==> config.mk <==
export PLATFORM = sky130hd
export DESIGN_NAME = delay_pipe_flat
export DESIGN_NICKNAME = d
export VERILOG_FILES = /design/src/rtl/delay_pipe_if.sv /design/src/rtl/delay_pipe.sv /design/src/flat_wrapper.sv
export SDC_FILE = /design/constraint.sdc
export NUM_CORES = 1
export LEC_CHECK = 0
export BUFFER_PORTS_ARGS = -buffer_cell sky130_fd_sc_hd__buf_2
export CAP_MARGIN = 10
export CORE_AREA = 2 2 58 60
export DETAILED_ROUTE_END_ITERATION = 8
export DIE_AREA = 0 0 60 62
export GPL_TIMING_DRIVEN = 1
export PLACE_DENSITY = 0.81
export SYNTH_ARGS = -nofsm -noshare
export SYNTH_HDL_FRONTEND = slang
export SYNTH_SLANG_ARGS = --single-unit
==> constraint.sdc <==
create_clock -name clk -period 3.89 [get_ports clk]
set_clock_uncertainty 0.15 [all_clocks]
set_input_delay 0 -clock clk [delete_from_list [all_inputs] [get_ports clk]]
set_output_delay 0 -clock clk [all_outputs]
set_load 0.01 [all_outputs]
==> src/rtl/delay_pipe_if.sv <==
// Control/data bundle for delay_pipe: stall enable, flush and the data/valid path.
// The master drives in/in_valid/en/flush; the slave (the pipe) returns out/out_valid/count.
interface delay_pipe_if #(
  parameter int WIDTH  = 8,
  parameter int CYCLES = 4
);
  localparam int CW = (CYCLES < 1) ? 1 : $clog2(CYCLES + 1);

  logic             en;
  logic             flush;
  logic [WIDTH-1:0] in;
  logic             in_valid;
  logic [WIDTH-1:0] out;
  logic             out_valid;
  logic [CW-1:0]    count;

  modport master (
    output en, flush, in, in_valid,
    input  out, out_valid, count
  );

  modport slave (
    input  en, flush, in, in_valid,
    output out, out_valid, count
  );
endinterface

==> src/rtl/delay_pipe.sv <==
// CYCLES-deep register chain with shared stall enable, per-stage valid flags,
// synchronous flush of the valid flags and a running occupancy count.
module delay_pipe #(
  parameter int               WIDTH       = 8,
  parameter int               CYCLES      = 4,
  parameter logic [WIDTH-1:0] RESET_VALUE = '0
) (
  input  logic        clk,
  input  logic        rst_n,
  delay_pipe_if.slave bus
);
  localparam int CW = (CYCLES < 1) ? 1 : $clog2(CYCLES + 1);

  generate
    if (CYCLES == 0) begin : g_wire
      assign bus.out       = bus.in;
      assign bus.out_valid = bus.in_valid & ~bus.flush;
      assign bus.count     = '0;
    end else begin : g_regs
      logic [WIDTH-1:0]  data_q [CYCLES];
      logic [CYCLES-1:0] valid_q;
      logic [CW-1:0]     count_q;
      logic              last_valid;

      assign last_valid = valid_q[CYCLES-1];

      // Flush only clears the valid flags; data registers keep their contents.
      always_ff @(posedge clk or negedge rst_n) begin
        if (!rst_n) begin
          for (int i = 0; i < CYCLES; i++) data_q[i] <= RESET_VALUE;
          valid_q <= '0;
          count_q <= '0;
        end else if (bus.flush) begin
          valid_q <= '0;
          count_q <= '0;
        end else if (bus.en) begin
          data_q[0]  <= bus.in;
          valid_q[0] <= bus.in_valid;
          for (int i = 1; i < CYCLES; i++) begin
            data_q[i]  <= data_q[i-1];
            valid_q[i] <= valid_q[i-1];
          end
          // Intermediate wrap is harmless: count + in - out always lands in 0..CYCLES.
          count_q <= count_q + CW'(bus.in_valid) - CW'(last_valid);
        end
      end

      assign bus.out       = data_q[CYCLES-1];
      assign bus.out_valid = last_valid;
      assign bus.count     = count_q;
    end
  endgenerate
endmodule
==> src/flat_wrapper.sv <==
// flat-port wrapper written by rule: the top's interface ports become plain ports
module delay_pipe_flat 
#(
  parameter int               WIDTH       = 8,
  parameter int               CYCLES      = 4,
  parameter logic [WIDTH-1:0] RESET_VALUE = '0
)
  (clk, rst_n, bus_en, bus_flush, bus_in, bus_in_valid, bus_out, bus_out_valid, bus_count);
  delay_pipe_if #(.WIDTH(WIDTH), .CYCLES(CYCLES)) bus_i ();
  input  logic clk;
  input  logic rst_n;
  input wire logic [$bits(bus_i.en)-1:0] bus_en;
  input wire logic [$bits(bus_i.flush)-1:0] bus_flush;
  input wire logic [$bits(bus_i.in)-1:0] bus_in;
  input wire logic [$bits(bus_i.in_valid)-1:0] bus_in_valid;
  output wire logic [$bits(bus_i.out)-1:0] bus_out;
  output wire logic [$bits(bus_i.out_valid)-1:0] bus_out_valid;
  output wire logic [$bits(bus_i.count)-1:0] bus_count;
  assign bus_i.en = bus_en;
  assign bus_i.flush = bus_flush;
  assign bus_i.in = bus_in;
  assign bus_i.in_valid = bus_in_valid;
  assign bus_out = bus_i.out;
  assign bus_out_valid = bus_i.out_valid;
  assign bus_count = bus_i.count;
  delay_pipe #(.WIDTH(WIDTH), .CYCLES(CYCLES), .RESET_VALUE(RESET_VALUE)) u_core (.clk(clk), .rst_n(rst_n), .bus(bus_i));
endmodule
==> impl_metrics.env <==
export IMPL_hold_path_class="in -> async"
export IMPL_placed_cell_area_um2=1820
export IMPL_cp_required_ns=3.97
export IMPL_num_antenna_cells=0
export IMPL_rsz0062_at_grt="no"
export IMPL_cap_violations=0
export IMPL_cts_max_level=2
export IMPL_start_kind="input pin"
export IMPL_numCtsBuffers=5
export IMPL_syn_to_final_growth_pct=12.6
export IMPL_peakVddDrop_mv=0.287
export IMPL_drc_errors=0
export IMPL_finalHoldViolations=0
export IMPL_cts_tree="done"
export IMPL_rows=21
export IMPL_wire_per_inst_um=13.4
export IMPL_post_route_min_period_ns=2.11
export IMPL_drive_above_1_share_pct=46.2
export IMPL_initial_core_util_pct=56.4
export IMPL_fmax_ghz=0.474
export IMPL_worst_path_max_fanout=32
export IMPL_antenna_found_initial=0
export IMPL_grt_max_degree=40
export IMPL_gp_congestion=0.692
export IMPL_dpl_hpwl_um=1590
export IMPL_crit_type="in -> reg"
export IMPL_clockBufferDepth=2
export IMPL_cts_resized=0
export IMPL_clkLatencyLatePin_ns=0.34
export IMPL_coreArea_um2=3180
export IMPL_synth_seq_cells=39
export IMPL_die_h_um=62
export IMPL_end_kind="flip-flop"
export IMPL_fin_area_um2=2020
export IMPL_grt_pass1_wl_um=4370
export IMPL_drtIter0Drc=23
export IMPL_viasPerCell=4.69
export IMPL_setup_tns_ns=0
export IMPL_syn_area_per_cell_um2=16.3
export IMPL_cts_root_buffer_cell="clkbuf_4"
export IMPL_ys_warnings_count=0
export IMPL_synth_cell_types=16
export IMPL_status="completed"
export IMPL_drv_slew=0
export IMPL_die_area_um2=3720
export IMPL_min_period_over_period_pct=54.2
export IMPL_max_slew_margin_pct=20.0
export IMPL_power_leakage_nw=1.02
export IMPL_syn_inst=110
export IMPL_grt_overflow_total=0
export IMPL_first_pass_iters=4
export IMPL_io_pins=25
export IMPL_setup_viol=0
export IMPL_crit_arrival_ns=2.19
export IMPL_layout_nets=158
export IMPL_power_density_nw_per_um2=497
export IMPL_clkSinkCount=39
export IMPL_syn_area_um2=1790
export IMPL_portBuffers=24
export IMPL_first_global_vias=949
export IMPL_worst_pin_slew_ns=1.20
export IMPL_syn_nets=126
export IMPL_vias=886
export IMPL_cts_clk_slew_worst_paths_ns=0.12
export IMPL_seq_area_frac_synth_pct=54.5
export IMPL_ant_nets=0
export IMPL_fp_dieW_um=60
export IMPL_grtUsageTotal_pct=16.5
export IMPL_drt_wl_total_um=2530
## path summary, 6_finish.rpt
check | start | endpoint | slack (ns) | depth (start not counted)
min in group clk | bus_in[3] | u_core.g_regs.data_q[27]$_DFFE_PN0P_ | 0.27 | 3
setup reg to reg | u_core.bus.count[0]$_DFFE_PN0P_ | u_core.bus.count[2]$_DFFE_PN0P_ | 1.79 | 9
setup / recovery | bus_en | u_core.bus.out[5]$_DFFE_PN0P_ | 1.78 | 4
max in group asynchronous | rst_n | u_core.g_regs.data_q[21]$_DFFE_PN0P_ | 2.93 | 2
hold reg to reg | u_core.g_regs.data_q[14]$_DFFE_PN0P_ | u_core.bus.out[6]$_DFFE_PN0P_ | 0.36 | 1
hold / removal | rst_n | u_core.g_regs.data_q[10]$_DFFE_PN0P_ | 0.13 | 2
## per-stage QoR
stage               hold WS (ns)  instances  util (%)  worst slack [ns]  total power [mW]
global placement         -0.0189        166      57.1              1.92             0.797
detailed placement       0.00157        166      57.1              1.80             0.808
finish                     0.130        189      63.5              1.78              1.00
CTS                        0.161        189      63.5              1.78              1.02
floorplan                 -0.446        110         -              1.89             0.787
global route               0.215        189      63.5              1.65              1.07
## cell usage in the layout, fill, tap and decap left out
| cell | n |
|---|---|
| fa_1 | 1 |
| ha_1 | 2 |
| buf_2 | 24 |
| a31o_2 | 1 |
| nor2b_4 | 1 |
| nor2_1 | 7 |
| inv_1 | 4 |
| mux2i_1 | 6 |
| clkbuf_4 | 5 |
| mux2_2 | 2 |
| mux2_4 | 30 |
| dlygate4sd3_1 | 15 |
| a21oi_1 | 1 |
| clkinv_2 | 3 |
| dfrtp_1 | 39 |
| nand2b_1 | 1 |
| xor2_1 | 1 |
## routing by layer
| metal | wire length (um) | GRT usage (%) | part of all wire (%) |
|---|---|---|---|
| met2 | 1210 | 25.5 | 48 |
| met4 | 51 | 10.8 | 2.0 |
| met5 | 0 | 0 | 0 |
| met1 | 1180 | 20.5 | 47 |
| met3 | 98 | 4.35 | 3.9 |
## worst max-delay path, stage by stage
cell	delay, ns
dlygate4sd3_1	0.52
buf_2	0.23
nor2b_4	1.01
mux2_2	0.42
## registers in the layout, summed over array words and instances (netlist names)
name,cells
u_core.g_regs.data_q,24
u_core.bus.out,8
u_core.g_regs.valid_q,4
u_core.bus.count,3
## cells in the mapped netlist
library cell	number	share of area [%]
inv_1	4	0.84
ha_1	2	1.4
buf_6	3	1.9
a31o_2	1	0.49
buf_12	3	3.4
mux2_4	30	25
nand2b_1	1	0.35
a21oi_1	1	0.28
nor2_1	7	1.5
fa_1	1	1.1
dfrtp_1	39	54
xor2_1	1	0.49
buf_4	8	3.4
nor2b_4	1	0.77
mux2_2	2	1.3
mux2i_1	6	3.4
## area by class of cell
type | count | area [um2]
tap | 46 | 57.6
sequential | 39 | 976
inverter | 4 | 15.0
fill | 223 | 1160
clock inverter | 3 | 15.0
timing repair buffer | 39 | 270
multi-input combinational | 53 | 647
clock buffer | 5 | 37.5
## power by group
group | leakage [nW] | internal (mW) | total (mW) | switching, mW
sequential | 0.475 | 0.503 | 0.559 | 0.0559
clock | 0.0347 | 0.0673 | 0.194 | 0.127
combinational | 0.515 | 0.169 | 0.251 | 0.0825
## cell families (layout without fill, tap and decap cells)
logic type                 after synthesis  in the layout  share of synthesized area (%)
AOI/OAI and AO/OA                        2              2                          0.768
and+or+nand+nor                          9              9                           2.58
adders and majority gates                3              3                           2.51
DFF                                     39             39                           54.5
buffers and inverters                   18             51                           9.43
muxes                                   38             38                           29.7
xor gates and xnor gates                 1              1                          0.489
## timing repair
item / CTS / global route
setup buffers: 0 / 0
hold buffers: 15 / 0
endpoints found under the hold margin: 54 / 0
(Power assumes the default switching activity.)
